===== config.mk =====
export PLATFORM = sky130hd
export DESIGN_NAME = dispatch_stage_nw_flat
export DESIGN_NICKNAME = d
export VERILOG_FILES = /design/src/rtl/dispatch_stage_nw_if.sv /design/src/rtl/dispatch_stage_nw.sv /design/src/flat_wrapper.sv
export SDC_FILE = /design/constraint.sdc
export NUM_CORES = 1
export LEC_CHECK = 0
export BUFFER_PORTS_ARGS = -buffer_cell sky130_fd_sc_hd__buf_2
export CORE_MARGIN = 2
export CORE_UTILIZATION = 67
export CTS_BUF_LIST = sky130_fd_sc_hd__clkbuf_4
export DETAILED_ROUTE_END_ITERATION = 8
export PLACE_DENSITY_LB_ADDON = 0.15
export SLEW_MARGIN = 0
export SYNTH_ARGS = -nofsm -noshare
export SYNTH_HDL_FRONTEND = slang
export SYNTH_SLANG_ARGS = --single-unit

===== constraint.sdc =====
create_clock -name clk -period 8.1 [get_ports clk]
set_clock_uncertainty 0.05 [all_clocks]
set_input_delay 1.62 -clock clk [delete_from_list [all_inputs] [get_ports clk]]
set_output_delay 1.62 -clock clk [all_outputs]
set_load 0.005 [all_outputs]

===== src/rtl/dispatch_stage_nw_if.sv =====
`default_nettype none
// ============================================================================
// Module      : dispatch_stage_nw_if
// Description : Rename-to-dispatch bus: instruction group, wakeup, retire and
//               registered RS/ROB dispatch outputs.
// Revision    : 1.0
// ============================================================================
interface dispatch_stage_nw_if #(
    parameter int WIDTH     = 2,
    parameter int ROB_DEPTH = 16,
    parameter int PREGS     = 64,
    parameter int NUM_ALU   = 2,
    parameter int WB_PORTS  = 2
);
    localparam int PW = $clog2(PREGS);
    localparam int RW = $clog2(ROB_DEPTH);
    localparam int FW = $clog2(NUM_ALU + 1);
    localparam int CW = $clog2(ROB_DEPTH + 1);
    localparam int NW = $clog2(WIDTH + 1);

    logic [WIDTH-1:0]       in_valid;
    logic                   in_ready;
    logic [WIDTH*PW-1:0]    in_rd;
    logic [WIDTH*PW-1:0]    in_rs1;
    logic [WIDTH*PW-1:0]    in_rs2;
    logic [WIDTH-1:0]       in_use_imm;
    logic [WIDTH-1:0]       in_mem;
    logic [WIDTH-1:0]       in_regwrite;
    logic [WB_PORTS-1:0]    wb_valid;
    logic [WB_PORTS*PW-1:0] wb_preg;
    logic [NW-1:0]          retire_cnt;
    logic [WIDTH-1:0]       out_valid;
    logic [WIDTH*RW-1:0]    out_rob_idx;
    logic [WIDTH*FW-1:0]    out_fu;
    logic [WIDTH-1:0]       out_src1rdy;
    logic [WIDTH-1:0]       out_src2rdy;
    logic [CW-1:0]          rob_count;

    modport master (
        output in_valid, in_rd, in_rs1, in_rs2, in_use_imm, in_mem, in_regwrite,
        output wb_valid, wb_preg, retire_cnt,
        input  in_ready, out_valid, out_rob_idx, out_fu, out_src1rdy, out_src2rdy,
        input  rob_count
    );

    modport slave (
        input  in_valid, in_rd, in_rs1, in_rs2, in_use_imm, in_mem, in_regwrite,
        input  wb_valid, wb_preg, retire_cnt,
        output in_ready, out_valid, out_rob_idx, out_fu, out_src1rdy, out_src2rdy,
        output rob_count
    );
endinterface
`default_nettype wire


===== src/rtl/dispatch_stage_nw.sv =====
`default_nettype none
// ============================================================================
// Module      : dispatch_stage_nw
// Description : N-wide dispatch: ROB allocation, occupancy, preg ready table,
//               FU assignment. DISPATCH_FU_BALANCE_EN selects round-robin ALUs.
// Revision    : 1.0
// ============================================================================
module dispatch_stage_nw #(
    parameter int WIDTH     = 2,
    parameter int ROB_DEPTH = 16,
    parameter int PREGS     = 64,
    parameter int NUM_ALU   = 2,
    parameter int WB_PORTS  = 2
) (
    input  wire logic            clk,
    input  wire logic            reset,
    input  wire logic            flush,
    dispatch_stage_nw_if.slave   bus
);
    localparam int PW = $clog2(PREGS);
    localparam int RW = $clog2(ROB_DEPTH);
    localparam int FW = $clog2(NUM_ALU + 1);
    localparam int CW = $clog2(ROB_DEPTH + 1);
    localparam int NW = $clog2(WIDTH + 1);

    logic [RW-1:0]       tail_q, tail_d;
    logic [CW-1:0]       rob_count_q, rob_count_d;
    logic [PREGS-1:0]    ready_q, ready_d;
    logic [WIDTH-1:0]    out_valid_q, out_valid_d;
    logic [WIDTH*RW-1:0] out_rob_idx_q, out_rob_idx_d;
    logic [WIDTH*FW-1:0] out_fu_q, out_fu_d;
    logic [WIDTH-1:0]    out_src1rdy_q, out_src1rdy_d;
    logic [WIDTH-1:0]    out_src2rdy_q, out_src2rdy_d;

    logic [WIDTH-1:0]    take_w;
    logic [NW-1:0]       n_w;
    logic                in_ready_w;
    logic                accept_w;
    logic [WIDTH-1:0]    src1_rdy_w, src2_rdy_w;
    logic [WIDTH*FW-1:0] fu_w;
    logic [CW:0]         sum_w;
    logic [CW:0]         ret_w;

    // Only the packed prefix of in_valid counts; anything past the first hole is dropped.
    always_comb begin : c_take
        logic run;
        run    = 1'b1;
        take_w = '0;
        n_w    = '0;
        for (int i = 0; i < WIDTH; i++) begin
            run       = run & bus.in_valid[i];
            take_w[i] = run;
            if (run) n_w = NW'(i + 1);
        end
    end

    assign in_ready_w = !flush && (rob_count_q <= CW'(ROB_DEPTH - WIDTH));
    assign accept_w   = in_ready_w && take_w[0];

    // Source readiness: table or same-cycle wakeup, killed by an older slot's write.
    always_comb begin : c_src
        logic [PW-1:0] p;
        logic          rdy;
        p          = '0;
        rdy        = 1'b0;
        src1_rdy_w = '0;
        src2_rdy_w = '0;
        for (int i = 0; i < WIDTH; i++) begin
            for (int s = 0; s < 2; s++) begin
                p   = (s == 0) ? bus.in_rs1[i*PW +: PW] : bus.in_rs2[i*PW +: PW];
                rdy = ready_q[p];
                for (int w = 0; w < WB_PORTS; w++) begin
                    if (bus.wb_valid[w] && (bus.wb_preg[w*PW +: PW] == p)) rdy = 1'b1;
                end
                for (int j = 0; j < WIDTH; j++) begin
                    if ((j < i) && bus.in_regwrite[j] && (bus.in_rd[j*PW +: PW] == p)) rdy = 1'b0;
                end
                if (p == '0) rdy = 1'b1;
                if (s == 0) src1_rdy_w[i] = rdy;
                else        src2_rdy_w[i] = rdy | bus.in_use_imm[i];
            end
        end
    end

`ifdef DISPATCH_FU_BALANCE_EN
    logic [FW-1:0] rr_ptr_q, rr_ptr_d;

    always_comb begin : c_fu
        logic [FW-1:0] alu_ptr;
        alu_ptr = rr_ptr_q;
        fu_w    = '0;
        for (int i = 0; i < WIDTH; i++) begin
            if (bus.in_mem[i]) begin
                fu_w[i*FW +: FW] = FW'(NUM_ALU);
            end else begin
                fu_w[i*FW +: FW] = alu_ptr;
                if (take_w[i]) alu_ptr = (alu_ptr == FW'(NUM_ALU - 1)) ? '0 : alu_ptr + FW'(1);
            end
        end
        rr_ptr_d = flush ? '0 : (accept_w ? alu_ptr : rr_ptr_q);
    end

    always_ff @(posedge clk) begin
        if (reset) rr_ptr_q <= '0;
        else       rr_ptr_q <= rr_ptr_d;
    end
`else
    always_comb begin : c_fu
        fu_w = '0;
        for (int i = 0; i < WIDTH; i++) begin
            fu_w[i*FW +: FW] = bus.in_mem[i] ? FW'(NUM_ALU) : FW'(i % NUM_ALU);
        end
    end
`endif

    always_comb begin : c_next
        sum_w         = {1'b0, rob_count_q} + (accept_w ? (CW+1)'(n_w) : '0);
        ret_w         = (CW+1)'(bus.retire_cnt);
        rob_count_d   = (ret_w > sum_w) ? '0 : CW'(sum_w - ret_w);
        tail_d        = tail_q;
        ready_d       = ready_q;
        out_valid_d   = '0;
        out_rob_idx_d = out_rob_idx_q;
        out_fu_d      = out_fu_q;
        out_src1rdy_d = out_src1rdy_q;
        out_src2rdy_d = out_src2rdy_q;

        for (int w = 0; w < WB_PORTS; w++) begin
            if (bus.wb_valid[w]) ready_d[bus.wb_preg[w*PW +: PW]] = 1'b1;
        end
        // Clears are applied after wakeups so a same-cycle clear wins.
        if (accept_w) begin
            for (int i = 0; i < WIDTH; i++) begin
                if (take_w[i] && bus.in_regwrite[i] && (bus.in_rd[i*PW +: PW] != '0))
                    ready_d[bus.in_rd[i*PW +: PW]] = 1'b0;
                out_rob_idx_d[i*RW +: RW] = tail_q + RW'(i);
            end
            tail_d        = tail_q + RW'(n_w);
            out_valid_d   = take_w;
            out_fu_d      = fu_w;
            out_src1rdy_d = src1_rdy_w;
            out_src2rdy_d = src2_rdy_w;
        end
        ready_d[0] = 1'b1;

        if (flush) begin
            tail_d        = '0;
            rob_count_d   = '0;
            ready_d       = '1;
            out_rob_idx_d = '0;
            out_fu_d      = '0;
            out_src1rdy_d = '0;
            out_src2rdy_d = '0;
        end
    end

    always_ff @(posedge clk) begin
        if (reset) begin
            tail_q        <= '0;
            rob_count_q   <= '0;
            ready_q       <= '1;
            out_valid_q   <= '0;
            out_rob_idx_q <= '0;
            out_fu_q      <= '0;
            out_src1rdy_q <= '0;
            out_src2rdy_q <= '0;
        end else begin
            tail_q        <= tail_d;
            rob_count_q   <= rob_count_d;
            ready_q       <= ready_d;
            out_valid_q   <= out_valid_d;
            out_rob_idx_q <= out_rob_idx_d;
            out_fu_q      <= out_fu_d;
            out_src1rdy_q <= out_src1rdy_d;
            out_src2rdy_q <= out_src2rdy_d;
        end
    end

    // Retiring more entries than are occupied is a protocol error upstream.
    always_ff @(posedge clk) begin
        if (!reset && !flush) begin
            assert ((CW+1)'(bus.retire_cnt) <= {1'b0, rob_count_q});
        end
    end

    assign bus.in_ready    = in_ready_w;
    assign bus.out_valid   = out_valid_q;
    assign bus.out_rob_idx = out_rob_idx_q;
    assign bus.out_fu      = out_fu_q;
    assign bus.out_src1rdy = out_src1rdy_q;
    assign bus.out_src2rdy = out_src2rdy_q;
    assign bus.rob_count   = rob_count_q;
endmodule
`default_nettype wire


===== src/flat_wrapper.sv =====
// flat-port wrapper written by rule: the top's interface ports become plain ports
module dispatch_stage_nw_flat 
#(
    parameter int WIDTH     = 2,
    parameter int ROB_DEPTH = 16,
    parameter int PREGS     = 64,
    parameter int NUM_ALU   = 2,
    parameter int WB_PORTS  = 2
)
  (clk, reset, flush, bus_in_valid, bus_in_rd, bus_in_rs1, bus_in_rs2, bus_in_use_imm, bus_in_mem, bus_in_regwrite, bus_wb_valid, bus_wb_preg, bus_retire_cnt, bus_in_ready, bus_out_valid, bus_out_rob_idx, bus_out_fu, bus_out_src1rdy, bus_out_src2rdy, bus_rob_count);
  dispatch_stage_nw_if #(.WIDTH(WIDTH), .ROB_DEPTH(ROB_DEPTH), .PREGS(PREGS), .NUM_ALU(NUM_ALU), .WB_PORTS(WB_PORTS)) bus_i ();
  input  wire logic clk;
  input  wire logic reset;
  input  wire logic flush;
  input wire logic [$bits(bus_i.in_valid)-1:0] bus_in_valid;
  input wire logic [$bits(bus_i.in_rd)-1:0] bus_in_rd;
  input wire logic [$bits(bus_i.in_rs1)-1:0] bus_in_rs1;
  input wire logic [$bits(bus_i.in_rs2)-1:0] bus_in_rs2;
  input wire logic [$bits(bus_i.in_use_imm)-1:0] bus_in_use_imm;
  input wire logic [$bits(bus_i.in_mem)-1:0] bus_in_mem;
  input wire logic [$bits(bus_i.in_regwrite)-1:0] bus_in_regwrite;
  input wire logic [$bits(bus_i.wb_valid)-1:0] bus_wb_valid;
  input wire logic [$bits(bus_i.wb_preg)-1:0] bus_wb_preg;
  input wire logic [$bits(bus_i.retire_cnt)-1:0] bus_retire_cnt;
  output wire logic [$bits(bus_i.in_ready)-1:0] bus_in_ready;
  output wire logic [$bits(bus_i.out_valid)-1:0] bus_out_valid;
  output wire logic [$bits(bus_i.out_rob_idx)-1:0] bus_out_rob_idx;
  output wire logic [$bits(bus_i.out_fu)-1:0] bus_out_fu;
  output wire logic [$bits(bus_i.out_src1rdy)-1:0] bus_out_src1rdy;
  output wire logic [$bits(bus_i.out_src2rdy)-1:0] bus_out_src2rdy;
  output wire logic [$bits(bus_i.rob_count)-1:0] bus_rob_count;
  assign bus_i.in_valid = bus_in_valid;
  assign bus_i.in_rd = bus_in_rd;
  assign bus_i.in_rs1 = bus_in_rs1;
  assign bus_i.in_rs2 = bus_in_rs2;
  assign bus_i.in_use_imm = bus_in_use_imm;
  assign bus_i.in_mem = bus_in_mem;
  assign bus_i.in_regwrite = bus_in_regwrite;
  assign bus_i.wb_valid = bus_wb_valid;
  assign bus_i.wb_preg = bus_wb_preg;
  assign bus_i.retire_cnt = bus_retire_cnt;
  assign bus_in_ready = bus_i.in_ready;
  assign bus_out_valid = bus_i.out_valid;
  assign bus_out_rob_idx = bus_i.out_rob_idx;
  assign bus_out_fu = bus_i.out_fu;
  assign bus_out_src1rdy = bus_i.out_src1rdy;
  assign bus_out_src2rdy = bus_i.out_src2rdy;
  assign bus_rob_count = bus_i.rob_count;
  dispatch_stage_nw #(.WIDTH(WIDTH), .ROB_DEPTH(ROB_DEPTH), .PREGS(PREGS), .NUM_ALU(NUM_ALU), .WB_PORTS(WB_PORTS)) u_core (.clk(clk), .reset(reset), .flush(flush), .bus(bus_i));
endmodule

# [Word level (Yosys, flattened, before mapping)]
# Index checks and enable logic that the tools add are counted.
[totals] reg_bits=91 input_bits=63 output_inout_bits=24 elab_cells=118
[op_classes] add_sub_neg=4 n_lt_le_gt_ge=14 eq_ne=10 n_mux=41 bitwise_logic=10 n_reduce_logical=30
[ops] cell="64-bit 2-to-1 mux" n=6
[ops] cell="64-bit bitwise AND" n=2
[ops] cell="64-bit NOT" n=2
[ops] cell="64-bit bitwise OR" n=2
[ops] cell="6-bit equality test" n=10
[ops] cell="6-bit by 7-bit < comparator with 1-bit output, second input constant" n=8
[ops] cell="1-bit binary-select mux with 6-bit select" n=4
[ops] cell="1-bit demux with 6-bit select" n=4
[ops] cell="6-bit by 1-bit >= comparator with 1-bit output, second input constant" n=4
[ops] cell="6-bit logical NOT" n=4
[ops] cell="1-bit 2-to-1 mux" n=23
[ops] cell="1-bit logical AND" n=20
[ops] cell="6-bit nonzero test" n=2
[ops] cell="2-bit 2-to-1 mux" n=4
[ops] cell="5-bit by 2-bit adder with 6-bit output" n=1
[ops] cell="2-bit by 6-bit greater-than comparator with 1-bit output" n=1
[ops] cell="5-bit by 4-bit less-or-equal comparator with 1-bit output, second input constant" n=1
[ops] cell="5-bit by 2-bit subtractor with 5-bit output" n=1
[ops] cell="4-bit by 1-bit adder with 4-bit output, second input constant" n=1
[ops] cell="4-bit by 2-bit adder with 4-bit output" n=1
[ops] cell="2-bit OR reduction" n=2
[ops] cell="3-bit OR reduction" n=1
[ops] cell="1-bit bitwise OR" n=2
[ops] cell="1-bit bitwise AND" n=1
[ops] cell="other kinds (2)" n=2

# [Depth between registers and ports, before layout]
[depth] ltp_word=14 mapped_depth=15 depth_no_buf=13

# [Worst setup path after synthesis]
# No wires, ideal clock.
[synth_path] kind="in2reg" from="input port bus_in_valid[0]" to="register u_core.rob_count_q[4] (netlist: u_core.bus.rob_count[4])" setup_ps=115 arrival_ps=4391 required_time_ps=7935 path_slack_ps=3544 stages=15 n_path_buf=3 path_cell_list="clkbuf_1 -> nand3_1 -> clkbuf_1 -> buf_1 -> nor2_1 -> ha_1 -> fa_1 -> inv_1 -> fa_1 -> inv_1 -> o211ai_1 -> o31ai_1 -> o21ai_0 -> xnor2_1 -> and2_1"
[synth_between] elab_chain_cells=6 word_cells_on_any_way=9 classes_between="add/sub: 2; order compare: 1; mux: 3; bitwise: 1; reduce/logical: 2"
[synth_rtl] item="from (decl)" line_no="flat_wrapper.sv:15" source="input wire logic [$bits(bus_i.in_valid)-1:0] bus_in_valid;"
[synth_rtl] item="1-bit 2-to-1 mux or 1-bit bitwise AND (tied branches)" line_no="dispatch_stage_nw.sv:53, dispatch_stage_nw.sv:51"
[synth_rtl] item="2-bit 2-to-1 mux" line_no="dispatch_stage_nw.sv:53" source="if (run) n_w = NW'(i + 1);"
[synth_rtl] item="2-bit 2-to-1 mux *" line_no="dispatch_stage_nw.sv:117" source="sum_w = {1'b0, rob_count_q} + (accept_w ? (CW+1)'(n_w) : '0);"
[synth_rtl] item="5-bit by 2-bit adder with 6-bit output *" line_no="dispatch_stage_nw.sv:117"
[synth_rtl] item="2-bit by 6-bit greater-than comparator with 1-bit output" line_no="dispatch_stage_nw.sv:119" source="rob_count_d = (ret_w > sum_w) ? '0 : CW'(sum_w - ret_w);"
[synth_rtl] item="3-bit OR reduction (no line)"
[synth_rtl] item="to (signal assigned)" line_no="dispatch_stage_nw.sv:169" source="rob_count_q <= rob_count_d;"
[synth_rtl] item="to (decl)" line_no="dispatch_stage_nw.sv:27" source="logic [CW-1:0] rob_count_q, rob_count_d;"
# Every way passes the cells marked *; elsewhere a longest branch is shown, timed or not.
# A chain may end at the register's enable or synchronous reset.

# [Worst setup path in the final report]
[layout_path] from="input port flush" to="output port bus_in_ready"
[layout_between] elab_chain_cells=2
[layout_rtl] item="from (decl)" line_no="flat_wrapper.sv:14" source="input wire logic flush;"
[layout_rtl] item="1-bit logical NOT" line_no="dispatch_stage_nw.sv:57" source="assign in_ready_w = !flush && (rob_count_q <= CW'(ROB_DEPTH - WIDTH));"
[layout_rtl] item="1-bit logical AND" line_no="dispatch_stage_nw.sv:57"
[layout_rtl] item="to (decl)" line_no="flat_wrapper.sv:25" source="output wire logic [$bits(bus_i.in_ready)-1:0] bus_in_ready;"
# Every way passes these cells.

==> summary.txt <==
Run status
  • Status: complete, but fails checks
  • Failing checks: DRC

Power
  • Clock group share of total power: about 27%
  • Flop pwr share: between 40 and 50%
  • Leak: around 2.6 nW
  • Pwr Total: around 0.97 mW
  • Total internal power: 0.6242 mW
  • Worst vdd ir: roughly 0.12 mV
  • Sw Share: around 36%
  • P per Cell Area: 117.8 nW/um^2
  • Switching Power: between 0.3 and 0.4 mW
  • Power share of the combinational group: roughly a quarter

Floorplan
  • Ports: between 80 and 90
  • Core Region: approximately 11000 sq um
  • Die area: roughly 13000 sq um
  • Std cell rows: 39
  • Die W: around 110 um
  • Die H: around 110 um
  • Initial core utilization: 68.58%

Drt
  • DR iter-0 viols: ~1.9k
  • Vias: between 8k and 9k
  • Drc violations: 21
  • Routed WL: just under 30 mm
  • Final ANT Viol Nets: 0
  • DR WL/cell: 27.13 um
  • Routed wl met3: approximately 5.2 mm
  • Drt via density: approximately 7.9
  • Wl on met1: approximately 10 mm
  • Met2 Wirelength: around 12 mm
  • Pre-Repair DR Iteration Count: 9
  • Top layer in use: met4

Synthesis
  • Seq/Total Area, Yosys: between 20% and 30%
  • Distinct cells, synth: 58
  • Ys Warns: 0
  • EDFF count, synth: 0
  • XOR/XNOR Fraction of Synth Area: 7.750%
  • Flops & latches, synth: 89
  • Mux cell area share after synthesis: a little under a fifth
  • Syn avg cell area: approximately 8.4 sq um
  • Fraction of the mapped netlist area in adder cells: ~2.2%
  • Mapped Nets: 1005
  • Simple-Gate Fraction of Synth Area: 20.56%
  • Compound-Gate Fraction of Synth Area: about 22%
  • Largest family of logic cells by synthesized area: compound AO/OA/AOI/OAI gates
  • Post-Syn Area: a little under 8000 sq um
  • Post-synth ARST share: 0%
  • Commonest register cell after synthesis: dfxtp_1
  • Mapped Cells: 930

Finish
  • Post-route insts no fill: 1090
  • NumNets Final: 1017
  • Footprint of the multi-input gates: 5618 sq um
  • FILL cells: ~890
  • Storage cell area: 1782 sq um
  • Fraction of layout cells with a size suffix above 1: around 17%
  • Area Growth Syn to Fin: 5.440%
  • # diodes: 0

GRT
  • GRT Residual Overflow: 0
  • GRT Overall Usage: around 46%
  • Vias in the first global route: between 7k and 8k
  • Largest net degree at the start of global routing: a little over 80
  • Global-route wire length before repair: ~44 mm
  • Initial antenna violation count: 1

CTS
  • Post-cts sizing count: 0
  • Setup bufs post-CTS: 0
  • CTS Hold Bufs: 0
  • Num CTS Buffers: 9
  • Clock-pin slew on the worst setup and hold paths: around 0.14 ns
  • Clk_lat worst skew: slightly above 0.5 ns
  • Maximum clock insertion buffer count: 2
  • CTS root buf: clkbuf_4
  • # clock sinks: around 90
  • CTS tree: yes
  • CTS H-tree lvls: 3

Timing
  • Finish-stage setup viols: 0
  • RSZ-0062 raised after global routing: false
  • Minimum clock period: 3.867 ns
  • Worst slew pin tran: roughly 1.3 ns
  • Fin. Hold Viols: 0
  • FMAX: 258.6 MHz
  • Minimum hold slack: just over 0.4 ns
  • Setup WS post-layout: 4.233 ns
  • Final period util: around 48%
  • Slew HR: a little under 10%
  • Max Slew Vio Count: 0
  • Setup TNS: 0 ns

Setup path
  • Worst reg-to-reg path cell count: 13
  • Worst path slowest cell: nor2_1
  • CP Launch Type: primary input
  • Crit path from: flush
  • Critical Path AT: about 2.2 ns
  • Data required, critical path: ~6.4 ns
  • Critical R2R Launch: u_core.bus.rob_count[2]
  • Worst-path cell chain: buf_2 -> nor2_1 -> nand2_1 -> inv_1 -> buf_2
  • Worst reg2reg path endpoint: u_core.bus.rob_count[4]
  • Worst setup EP type: primary output
  • R2R Setup Slk: 5.15 ns
  • Crit-path most repeated cell: buf_2
  • Worst-path fanout max: 4
  • CP peak stage delay: 0.16 ns
  • Worst setup path category: in -> out

Worst hold path
  • Hold EP: u_core.bus.out_fu[1]
  • HP Class: reg -> reg
  • Hold path start: u_core.bus.out_fu[1]
  • Hold Path Stages: 2

Place
  • GPL Wtd Cong: between 1 and 1.5
  • DP Cell Count: 1074
  • HPWL Detailed: between 20 and 25 mm
  • IO Port Bufs: 85
  • Pre-CTS setup slack: 3.998 ns

Flow run
  • Number of max-cap violations: 0
[kinds of logic (layout without fill, tap and decap cells)]
family | count (synthesis) | after routing
and+or+nand+nor | 316 | 316
other | 1 | 1
AOI/OAI and AO/OA | 256 | 256
xor gates and xnor gates | 69 | 69
muxes | 84 | 84
buffers and inverters | 103 | 120
adders and majority gates | 12 | 12
DFF | 89 | 89
[final cells by class]
type | instances | area share (%)
inverter | 14 | 0.6392
tap | 143 | 2.176
clock buffer | 9 | 0.8218
clock inverter | 7 | 0.7305
multi-input combinational | 738 | 68.33
timing repair buffer | 90 | 5.631
sequential | 89 | 21.67
[cells in the mapped netlist, drive strengths merged (2+ instances only)]
| master | count | area [sq um] |
|---|---|---|
| a2111oi | 4 | 41.29 |
| a211oi | 7 | 52.55 |
| a21oi | 21 | 105.1 |
| a221oi | 3 | 26.28 |
| a22oi | 66 | 495.5 |
| a31oi | 7 | 43.79 |
| a32oi | 3 | 26.28 |
| and2 | 3 | 18.77 |
| and3 | 6 | 42.54 |
| and3b | 6 | 52.55 |
| buf | 29 | 132.6 |
| clkbuf | 60 | 225.2 |
| dfxtp | 89 | 1782 |
| fa | 3 | 60.06 |
| ha | 9 | 112.6 |
| inv | 14 | 52.55 |
| mux2 | 5 | 56.30 |
| mux2i | 29 | 290.3 |
| mux4 | 50 | 1145 |
| nand2 | 110 | 412.9 |
| nand2b | 3 | 18.77 |
| nand3 | 29 | 145.1 |
| nand3b | 11 | 82.58 |
| nand4 | 21 | 131.4 |
| nor2 | 49 | 183.9 |
| nor2b | 29 | 181.4 |
| nor3 | 16 | 80.08 |
| nor3b | 13 | 97.59 |
| nor4 | 9 | 56.30 |
| nor4b | 2 | 30.03 |
| o2111ai | 2 | 17.52 |
| o21ai | 7 | 35.03 |
| o221ai | 2 | 17.52 |
| o22ai | 122 | 763.2 |
| o31ai | 2 | 15.01 |
| o41ai | 3 | 26.28 |
| or3 | 2 | 12.51 |
| or3b | 4 | 35.03 |
| or4 | 2 | 15.01 |
| xnor2 | 40 | 350.3 |
| xor2 | 29 | 254.0 |
[registers in the layout, indices dropped and copies added, names as in the netlist]
register                flops
u_core.bus.out_fu           3
u_core.bus.out_rob_idx      8
u_core.bus.out_valid        2
u_core.bus.out_src2rdy      2
u_core.ready_q             63
u_core.bus.rob_count        5
u_core.bus.out_src1rdy      2
u_core.tail_q               4
[routing by layer]
layer  up-vias  GRT usage (%)
met5         -              0
met4         0          21.32
met3       199          16.60
met2       829          65.98
met1      4024          62.42
li1       3609              -
[worst max-delay path: cells and delay by family]
kind                   cells  cell delay, ns
and+or+nand+nor            2            0.29
buffers and inverters      3            0.29
[worst max path at each step]
stage	end	depth (start not counted)
after floorplan	u_core.bus.rob_count[4]	15
after global placement	u_core.bus.rob_count[4]	14
after detailed placement	u_core.bus.rob_count[2]	11
after CTS	bus_in_ready	5
after global routing	bus_in_ready	5
final	bus_in_ready	5
[per-stage QoR]
stage	utilization [%]	cell area, sq um
global placement	71.19	8094
finish	72.31	8222
global route	72.31	8222
detailed placement	71.19	8094
CTS	72.31	8222
floorplan	-	7797
[power by group through the flow]
stage	registers (mW)	logic, mW	clock network [mW]
2_1_floorplan	0.460	0.174	0
3_3_place_gp	0.461	0.236	0
3_5_place_dp	0.461	0.246	0
4_1_cts	0.452	0.247	0.257
5_1_grt	0.453	0.270	0.274
6_report	0.452	0.257	0.260
[cell usage in the layout, fill, tap and decap left out, types with 28 or more instances in the layout]
| cell | netlist | final |
|---|---|---|
| nor2_1 | 49 | 48 |
| mux2i_1 | 29 | 29 |
| nor2b_1 | 29 | 29 |
| a22oi_1 | 66 | 66 |
| nand2_1 | 110 | 110 |
| buf_2 | 10 | 85 |
| mux4_2 | 45 | 45 |
| xnor2_1 | 40 | 40 |
| nand3_1 | 29 | 28 |
| xor2_1 | 29 | 29 |
| o22ai_1 | 122 | 122 |
| dfxtp_1 | 89 | 89 |
Power figures use the tool's default switching activity.
